## src/rtl/wb_pkg.sv

```systemverilog
// Shared encodings for the writeback stage: ZF position, datasize codes and REPNE FSM states.
package wb_pkg;

  localparam int WB_ZF_BIT = 6;

  typedef enum logic [1:0] {
    SZ_BYTE  = 2'd0,
    SZ_WORD  = 2'd1,
    SZ_DWORD = 2'd2
  } wb_size_e;

  typedef enum logic [1:0] {
    ST_RUN   = 2'd0,
    ST_REP   = 2'd1,
    ST_DRAIN = 2'd2
  } wb_rep_state_e;

  function automatic logic repne_term(input logic count_zero, input logic zf);
    return count_zero | zf;
  endfunction

endpackage

```

## src/rtl/wb_repne_fsm.sv

```systemverilog
// REPNE iteration tracker: detects loop termination, pulses terminate and squashes
// iterations that were already in flight behind the terminating one.
module wb_repne_fsm
  import wb_pkg::*;
#(
  parameter int DATA_W = 32
) (
  input  logic              clk_i,
  input  logic              rst_i,
  input  logic              v_i,
  input  logic              repne_i,
  input  logic              retire_i,
  input  logic              zf_i,
  input  logic [DATA_W-1:0] count_i,
  output logic              squash_o,
  output logic              terminate_o
);

  wb_rep_state_e state_q, state_d;
  logic          term;

  always_ff @(posedge clk_i) begin
    if (rst_i) state_q <= ST_RUN;
    else       state_q <= state_d;
  end

  always_comb begin
    state_d     = state_q;
    terminate_o = 1'b0;
    squash_o    = 1'b0;
    term        = repne_term(count_i == '0, zf_i);
    unique case (state_q)
      // A non-repne uop retiring inside a loop is not legal; fall back to RUN.
      ST_RUN, ST_REP: begin
        if (retire_i) begin
          if (repne_i) begin
            if (term) begin
              state_d     = ST_DRAIN;
              terminate_o = 1'b1;
            end else begin
              state_d = ST_REP;
            end
          end else begin
            state_d = ST_RUN;
          end
        end
      end
      ST_DRAIN: begin
        squash_o = v_i & repne_i;
        if (v_i && !repne_i) state_d = ST_RUN;
      end
      default: state_d = ST_RUN;
    endcase
  end

endmodule

```

## src/rtl/writeback_stage_ctrl.sv

```systemverilog
// Writeback stage: WB latches, retirement into GPR/flags/count/dcache, EX stall, REPNE FSM.
// Optional perf counters are built when WB_PERF_CNT_EN is defined.
module writeback_stage_ctrl
  import wb_pkg::*;
#(
  parameter int DATA_W = 32,
  parameter int DR_W   = 3,
  parameter int ZF_BIT = WB_ZF_BIT
`ifdef WB_PERF_CNT_EN
  ,
  parameter int PERF_W = 32
`endif
) (
  input  logic              CLK,
  input  logic              RST,
  input  logic              WB_ld_latches,
  input  logic              WB_V_next,
  input  logic [DATA_W-1:0] WB_RESULT_A_next,
  input  logic [DATA_W-1:0] WB_RESULT_C_next,
  input  logic [DATA_W-1:0] WB_FLAGS_next,
  input  logic [DR_W-1:0]   WB_DR1_next,
  input  logic [DATA_W-1:0] WB_ADDRESS_next,
  input  logic [1:0]        WB_d2_datasize_all_next,
  input  logic              WB_ex_ld_gpr1_wb_next,
  input  logic              WB_ex_dcache_write_wb_next,
  input  logic              WB_ld_flags_next,
  input  logic              WB_d2_repne_wb_next,
  input  logic              dcache_wr_ready,
  output logic              WB_stall,
  output logic              wb_repne_terminate_all,
  output logic              gpr_we,
  output logic [DR_W-1:0]   gpr_dr,
  output logic [DATA_W-1:0] gpr_data,
  output logic [1:0]        gpr_size,
  output logic              flags_we,
  output logic [DATA_W-1:0] flags_data,
  output logic              count_we,
  output logic [DATA_W-1:0] count_data,
  output logic              dcache_wr_v,
  output logic [DATA_W-1:0] dcache_wr_addr,
  output logic [DATA_W-1:0] dcache_wr_data,
  output logic              retire_v
`ifdef WB_PERF_CNT_EN
  ,
  output logic [PERF_W-1:0] perf_retired,
  output logic [PERF_W-1:0] perf_stall_cycles
`endif
);

  logic              v_q;
  logic [DATA_W-1:0] result_a_q, result_c_q, flags_q, address_q;
  logic [DR_W-1:0]   dr1_q;
  wb_size_e          size_q;
  logic              ld_gpr_q, dc_wr_q, ld_flags_q, repne_q;
  logic              squash;

  always_ff @(posedge CLK) begin
    if (RST) begin
      v_q        <= 1'b0;
      result_a_q <= '0;
      result_c_q <= '0;
      flags_q    <= '0;
      address_q  <= '0;
      dr1_q      <= '0;
      size_q     <= SZ_BYTE;
      ld_gpr_q   <= 1'b0;
      dc_wr_q    <= 1'b0;
      ld_flags_q <= 1'b0;
      repne_q    <= 1'b0;
    end else if (WB_ld_latches && !WB_stall) begin
      v_q        <= WB_V_next;
      result_a_q <= WB_RESULT_A_next;
      result_c_q <= WB_RESULT_C_next;
      flags_q    <= WB_FLAGS_next;
      address_q  <= WB_ADDRESS_next;
      dr1_q      <= WB_DR1_next;
      size_q     <= wb_size_e'(WB_d2_datasize_all_next);
      ld_gpr_q   <= WB_ex_ld_gpr1_wb_next;
      dc_wr_q    <= WB_ex_dcache_write_wb_next;
      ld_flags_q <= WB_ld_flags_next;
      repne_q    <= WB_d2_repne_wb_next;
    end
  end

  // Squash is a function of FSM state and the latched uop only, so no loop through retire_v.
  wb_repne_fsm #(
    .DATA_W (DATA_W)
  ) u_repne_fsm (
    .clk_i       (CLK),
    .rst_i       (RST),
    .v_i         (v_q),
    .repne_i     (repne_q),
    .retire_i    (retire_v),
    .zf_i        (flags_q[ZF_BIT]),
    .count_i     (result_c_q),
    .squash_o    (squash),
    .terminate_o (wb_repne_terminate_all)
  );

  assign dcache_wr_v    = v_q & dc_wr_q & ~squash;
  assign WB_stall       = dcache_wr_v & ~dcache_wr_ready;
  assign retire_v       = v_q & ~WB_stall & ~squash;

  assign gpr_we         = retire_v & ld_gpr_q;
  assign gpr_dr         = dr1_q;
  assign gpr_data       = result_a_q;
  assign gpr_size       = size_q;
  assign flags_we       = retire_v & ld_flags_q;
  assign flags_data     = flags_q;
  assign count_we       = retire_v & repne_q;
  assign count_data     = result_c_q;
  assign dcache_wr_addr = address_q;
  assign dcache_wr_data = result_a_q;

`ifdef WB_PERF_CNT_EN
  logic [PERF_W-1:0] perf_retired_q, perf_stall_q;

  always_ff @(posedge CLK) begin
    if (RST) begin
      perf_retired_q <= '0;
      perf_stall_q   <= '0;
    end else begin
      if (retire_v) perf_retired_q <= perf_retired_q + 1'b1;
      if (WB_stall) perf_stall_q   <= perf_stall_q + 1'b1;
    end
  end

  assign perf_retired      = perf_retired_q;
  assign perf_stall_cycles = perf_stall_q;
`endif

endmodule

```

## config.mk

```make
export PLATFORM = sky130hd
export DESIGN_NAME = writeback_stage_ctrl
export DESIGN_NICKNAME = d
export VERILOG_FILES = /design/src/rtl/wb_pkg.sv /design/src/rtl/wb_repne_fsm.sv /design/src/rtl/writeback_stage_ctrl.sv
export SDC_FILE = /design/constraint.sdc
export NUM_CORES = 1
export LEC_CHECK = 0
export CAP_MARGIN = 20
export CORE_AREA = 2 2 115 139
export DETAILED_ROUTE_END_ITERATION = 10
export DIE_AREA = 0 0 117 141
export PLACE_DENSITY_LB_ADDON = 0.3
export SYNTH_ARGS = -nofsm -noshare
export SYNTH_HDL_FRONTEND = slang
export SYNTH_SLANG_ARGS = --single-unit
```

## constraint.sdc

```tcl
create_clock -name CLK -period 4.38 [get_ports CLK]
set_input_delay 1.095 -clock CLK [delete_from_list [all_inputs] [get_ports CLK]]
set_output_delay 1.095 -clock CLK [all_outputs]
set_load 0.01 [all_outputs]
```

==> out/metrics.cfg, run 1 <==
[timing]
period_minus_slack_ns=3.738
final.period_utilization=0.8534
fmax_mhz=267.5
grt_setup_unrepaired=false
finalHoldViolations=0
setup_ws_ns=0.6423
maxSlewViolCount=0
finalClockSkew_ns=0.007521
slew_headroom=0.4580
setup_viol=0
fin_tns_setup_ns=0
hold-worst-slack_ns=0.4539
tightest_slew_ns=0.8130

[pwr]
p_sw_frac=0.2373
clock_power_share=0.441
power_density_nw_per_um2=370.9
peakVddDrop_mv=0.1865
combPwrFrac=0.159
leakagePower_nw=3.386
fin_total_pwr_mw=3.487
p_switching_mw=0.8274
intPower_mw=2.660
pwr-share-seq=0.400

[global_routing]
antenna_found_initial=0
gr-usage-all-layers=0.1924
grt_max_degree=113
grt_pass1_wl_mm=25.05
grt_pass1_vias=4991
grt_overflow=0

[yosys]
synth_edf_count=0
synth_most_common_cell=nand2_1
yosysSeqAreaShare=0.4720
async_flop_share=0
syn_area_per_cell_um2=8.876
syn_inst=669
synth_top_area_frac=0.4720
synth_top_area_cell=dfxtp_1
synthTopCellsByArea=dfxtp_1 47%, a21oi_2 15%, nand2_1 14%
synth_nets=811
synth-main-ff-cell=dfxtp_1
yosysUniqueCellTypes=33
ys_warn_count=0
synth-seq-cells=140
syn_area_um2=5938
synth_common_cells=216 x nand2_1, 140 x dfxtp_1, 100 x a21oi_2

[die]
start_util=0.3874
chipHeight_um=141
core-area_um2=15330
io_pins=314
dieWidth_um=117
dieArea_um2=16500
fp-row-count=50

[placed_design]
hpwl_mm=11.07
pre_cts_slack_ns=0.6590
io_buffers=313
place_congestion=0.7924

[routing]
via_per_inst=4.638
vias=5324
first_pass_iters=4
avgRoutedWirePerCell_um=14.26
dr.first_iter.drc_count=359
postRouteAntennaNets=0
drc=0
drt_wl_total_mm=16.37

[clock_tree]
clk_path_buf_depth=2
clk_pin_slew_ns=0.05
cts_max_level=4
cts_tree=built
cts_hold_buf=0
clock_latency_ns=0.41
post_cts_buffers=0
cts-root-buf=clkbuf_16
cts_resized=0
cts_made_buffers=17
cts.sinks=140

[worst_setup_path]
startpoint_type=primary input
setup.worst_path.end_class=output port
cp_data_required_time_ns=3.28
critPathArrivalTime_ns=2.64
reg2reg_slack_ns=2.48
critical_path_class=primary input to output port
reg2regPathDepth=5
crit_fanout=4

[status]
outcome=finished clean

[min_path]
min_path_type=flip-flop to flip-flop
worst_hold_path.num_cells=2

[layout]
fill_cells=1320
final_net_count=1069
antenna_cells=0
syn2layout_area_growth_pct=58.34
utilization=0.6135
regArea_um2=2803
multiInputGateArea_um2=2491
drive_above_1_share=0.2128

[run]
drv_cap=0

critical path, cell delays in order:
cell	delay (ns)
clkdlybuf4s50_1	0.47
nor2b_1	0.08
nor2_1	0.27
and2_1	0.18
clkdlybuf4s50_1	0.55
registers in the layout, summed over array words and instances (netlist names):
register and flops:
ld_flags_q 1, dcache_wr_addr 32, v_q 1, gpr_size 2
u_repne_fsm.state_q 2, ld_gpr_q 1, dc_wr_q 1, repne_q 1
gpr_dr 3, flags_data 32, dcache_wr_data 32, count_data 32
worst paths after layout:
path,from,to
worst max register to register,u_repne_fsm.state_q[1],dcache_wr_data[4]
worst max-delay path,dcache_wr_ready,flags_we
worst min register to register,dcache_wr_addr[19],dcache_wr_addr[19]
worst min-delay path,dcache_wr_addr[19],dcache_wr_addr[19]
routing by layer:
layer,wire (um),share of wire,up-vias,global-route usage
li1,-,-,2645,-
met1,6529,0.40,2442,0.2290
met2,7947,0.49,203,0.3109
met3,1352,0.083,34,0.06578
met4,541,0.033,0,0.08669
met5,0,0,-,0
logic make-up (layout without fill, tap and decap cells):
logic type | count (synthesis) | after routing | share of synthesized area
AOI/OAI and AO/OA | 147 | 147 | 0.1943
DFF | 140 | 140 | 0.4720
muxes | 1 | 1 | 0.001896
and+or+nand+nor | 298 | 298 | 0.2231
buffers and inverters | 83 | 354 | 0.1087
stage by stage:
| stage | std cells | cell area, um^2 |
|---|---|---|
| after floorplan | 669 | 5938 |
| after global placement | 1116 | 8766 |
| after detailed placement | 1116 | 8766 |
| after CTS | 1148 | 9403 |
| after global routing | 1148 | 9403 |
| final | 1148 | 9403 |
placed cells by master (no fill, tap or decap), drive strengths merged:
master         count
a211oi             2
dfxtp            140
a21oi            137
nor4               8
clkdlybuf4s50    312
inv                4
nor2b              1
bufinv             4
clkbuf            22
nand2            276
nor3               1
and3               1
o31ai              1
and2               3
and3b              1
clkinv             4
o211ai             1
o21a               1
nand3b             1
mux2               1
o2111ai            1
o21ai              1
o211a              1
nor2               2
nand2b             1
nand4              2
or3                1
clkinvlp           2
buf                6
o41ai              1
o31a               1
area by class of cell:
| type | instances | area share |
|---|---|---|
| clock buffer | 22 | 0.05043 |
| clock inverter | 10 | 0.01730 |
| inverter | 4 | 0.001597 |
| multi-input combinational | 446 | 0.2649 |
| sequential | 140 | 0.2981 |
| tap | 208 | 0.02768 |
| timing repair buffer | 318 | 0.3400 |
power groups by stage:
stage	Sequential (mW)	Combinational, mW	Clock [mW]
4_1_cts	1.40	0.561	1.58
3_5_place_dp	1.42	0.558	0
3_3_place_gp	1.42	0.554	0
2_1_floorplan	1.45	0.240	0
5_1_grt	1.40	0.597	1.63
6_report	1.40	0.554	1.54
No activity file was read; power rests on OpenSTA's default activity.
==> run 2, diff against run 1 <==
--- a/config.mk
+++ b/config.mk
@@ -6,10 +6,11 @@
 export NUM_CORES = 1
 export LEC_CHECK = 0
 export CAP_MARGIN = 20
-export CORE_AREA = 2 2 115 139
+export CORE_AREA = 2 2 121 146
 export DETAILED_ROUTE_END_ITERATION = 10
-export DIE_AREA = 0 0 117 141
+export DIE_AREA = 0 0 123 148
 export PLACE_DENSITY_LB_ADDON = 0.3
 export SYNTH_ARGS = -nofsm -noshare
 export SYNTH_HDL_FRONTEND = slang
+export SYNTH_HIERARCHICAL = 1
 export SYNTH_SLANG_ARGS = --single-unit
==> constraint.sdc (replaced) <==
create_clock -name CLK -period 4.32 [get_ports CLK]
set_input_delay 1.08 -clock CLK [delete_from_list [all_inputs] [get_ports CLK]]
set_output_delay 1.08 -clock CLK [all_outputs]
set_load 0.01 [all_outputs]
==> run 2 against run 1 <==
  * Clock-buffer cell count unchanged
  * Hold slack improved by 0.016 ns
  * Non-clock buffer count increased by 7
  * Clock skew about the same
  * Critical path depth increased by 1
  * Wire length increased by 3.3%
  * Sequential power about the same
  * Worst setup slack got worse by 0.13 ns
  * Critical path type unchanged
  * Critical endpoint is now gpr_we
  * Largest power group unchanged
  * Highest routed layer is now met5
==> out/metrics.cfg, run 2 <==
[clock_tree]
cts_hold_buf=0
clk_pin_slew_ns=0.06
cts.sinks=140
cts_made_buffers=17
cts-root-buf=clkbuf_16
cts_tree=built
post_cts_buffers=0
clk_path_buf_depth=2
cts_max_level=4
clock_latency_ns=0.42
cts_resized=0

[worst_setup_path]
crit_buf_inv=3
crit_fanout=5
critical_path_class=primary input to output port
worst_path_max_delay_cell=clkdlybuf4s50_1
cp_data_required_time_ns=3.24
cp_common_cell=clkdlybuf4s50_1
critPathArrivalTime_ns=2.73
cp_slowest_stage_delay_ns=0.54
cp_cell_sequence=clkdlybuf4s50_1, nor2b_1, nor3b_1, buf_4, and2_1, clkdlybuf4s50_1
startpoint_type=primary input
cpLargestDelayFamily=buffers and inverters
setup.worst_path.end_class=output port

[layout]
final_common_cell=clkdlybuf4s50_1
drive_above_1_share=0.04777
antenna_cells=0
final_net_count=1071
syn2layout_area_growth_pct=55.71
most-common-layout-cells=312 x clkdlybuf4s50_1, 273 x nand2b_1, 140 x dfxtp_1

[routing]
dr.first_iter.drc_count=208
avgRoutedWirePerCell_um=14.61
drt_wl_total_mm=16.92
drc=0
postRouteAntennaNets=0
first_pass_iters=4
via_per_inst=4.579
vias=5303

[yosys]
syn_inst=662
synth_most_common_cell=nand2b_1
syn_area_um2=6603
synth_top_area_frac=0.4245
async_flop_share=0
yosysUniqueCellTypes=24
synth_nets=804
yosysSeqAreaShare=0.4245
synth-main-ff-cell=dfxtp_1
synth_edf_count=0
synth_common_cells=273 x nand2b_1, 140 x dfxtp_1, 136 x mux2i_1
syn_area_per_cell_um2=9.974
synth-seq-cells=140
ys_warn_count=6
synthTopCellsByArea=dfxtp_1 42%, nand2b_1 26%, mux2i_1 21%
synth_top_area_cell=dfxtp_1

[pwr]
fin_total_pwr_mw=3.601
leakagePower_nw=4.100
power_density_nw_per_um2=350.2
peakVddDrop_mv=0.2301

[global_routing]
gr-usage-all-layers=0.1840
grt_pass1_vias=4994
antenna_found_initial=1
grt_pass1_wl_mm=26.14
grt_overflow=0
grt_max_degree=101

[placed_design]
place_congestion=0.7534
hpwl_mm=12.35
io_buffers=313

[die]
dieWidth_um=123
start_util=0.3933
io_pins=314
chipHeight_um=148
dieArea_um2=18200
core-area_um2=16790
fp-row-count=52

[timing]
period_minus_slack_ns=3.805
fin_tns_setup_ns=0
setup_viol=0
final.period_utilization=0.8808
tightest_slew_ns=0.7864
maxSlewViolCount=0
fmax_mhz=262.8
finalHoldViolations=0
grt_setup_unrepaired=false
finalClockSkew_ns=0.007252
slew_headroom=0.4746

[run]
drv_cap=0

[status]
outcome=finished clean

[min_path]
min_path_type=flip-flop to flip-flop

[run 2: cell types whose count changed in the layout (fill, tap and decap cells not counted), moves of 2 or more]
cell	change
nand2b_1	+272
nand2_1	-214
mux2i_1	+136
a21oi_2	-100
nand2_2	-60
a21oi_1	-36
buf_4	+6
inv_1	-4
nor2_1	+4
buf_12	+2
clkbuf_1	+2
clkbuf_8	-2
nand4_1	-2
[run 2: logic make-up after synthesis]
logic type             Yosys count  synth area share
multiplexers                   136            0.2062
flip-flops                     140            0.4245
AO/OA/AOI/OAI                    6          0.008525
buffers and inverters           77           0.07391
AND/OR/NAND/NOR                303            0.2869
[run 2: metal layers]
layer	wire length (um)	vias up	GRT usage
met5	16	-	0
met4	232	2	0.05568
met3	1788	20	0.08873
met2	7994	213	0.2950
met1	6884	2412	0.2166
li1	-	2656	-
[run 2: worst reg2reg max path: stages, from the launching register on]
cell	delay (ns)
dfxtp_1	0.30
and2b_1	0.24
and3_1	0.20
and4bb_1	0.25
nor2b_4	0.65
buf_4	0.40
mux2i_1	0.25
[run 2: through the flow]
| step | std cells | utilization | setup WS, ns | area [um^2] | hold WS [ns] |
|---|---|---|---|---|---|
| 5_1_grt | 1158 | 0.6125 | 0.3659 | 10280 | 0.4816 |
| 6_report | 1158 | 0.6125 | 0.5149 | 10280 | 0.4701 |
| 2_1_floorplan | 662 | - | 1.178 | 6603 | 0.4337 |
| 3_3_place_gp | 1126 | 0.5757 | 0.5021 | 9663 | 0.4477 |
| 3_5_place_dp | 1126 | 0.5757 | 0.5043 | 9663 | 0.4574 |
| 4_1_cts | 1158 | 0.6125 | 0.5025 | 10280 | 0.4660 |
[run 2: cell type report]
| class | instances | area (um^2) |
|---|---|---|
| clock inverter | 10 | 163.9 |
| multi-input combinational | 445 | 3319 |
| clock buffer | 22 | 454.2 |
| tap | 216 | 270.3 |
| fill | 1439 | 6505 |
| timing repair buffer | 325 | 3271 |
| sequential | 140 | 2803 |
[run 2: report_power, final]
part	internal, mW	switching [mW]
registers	1.38	0.0572
logic	0.403	0.229
clock network	0.984	0.553
[run 2: final timing paths]
kind | to | startpoint | slack (ns) | cells past startpoint
worst max-delay path | gpr_we | dcache_wr_ready | 0.51 | 6
worst min-delay path | flags_data[17] | flags_data[17] | 0.47 | 2
worst max register to register | flags_data[14] | u_repne_fsm/state_q[0] | 1.94 | 6
worst min register to register | flags_data[17] | flags_data[17] | 0.47 | 2
==> run 3, diff against run 2 <==
--- a/config.mk
+++ b/config.mk
@@ -10,6 +10,7 @@
 export DETAILED_ROUTE_END_ITERATION = 10
 export DIE_AREA = 0 0 123 148
 export PLACE_DENSITY_LB_ADDON = 0.3
+export SETUP_SLACK_MARGIN = 0.05
 export SYNTH_ARGS = -nofsm -noshare
 export SYNTH_HDL_FRONTEND = slang
 export SYNTH_HIERARCHICAL = 1
==> results of run 3 <==
Same layout as run 2: the final DEF is identical, and so are final timing and power.
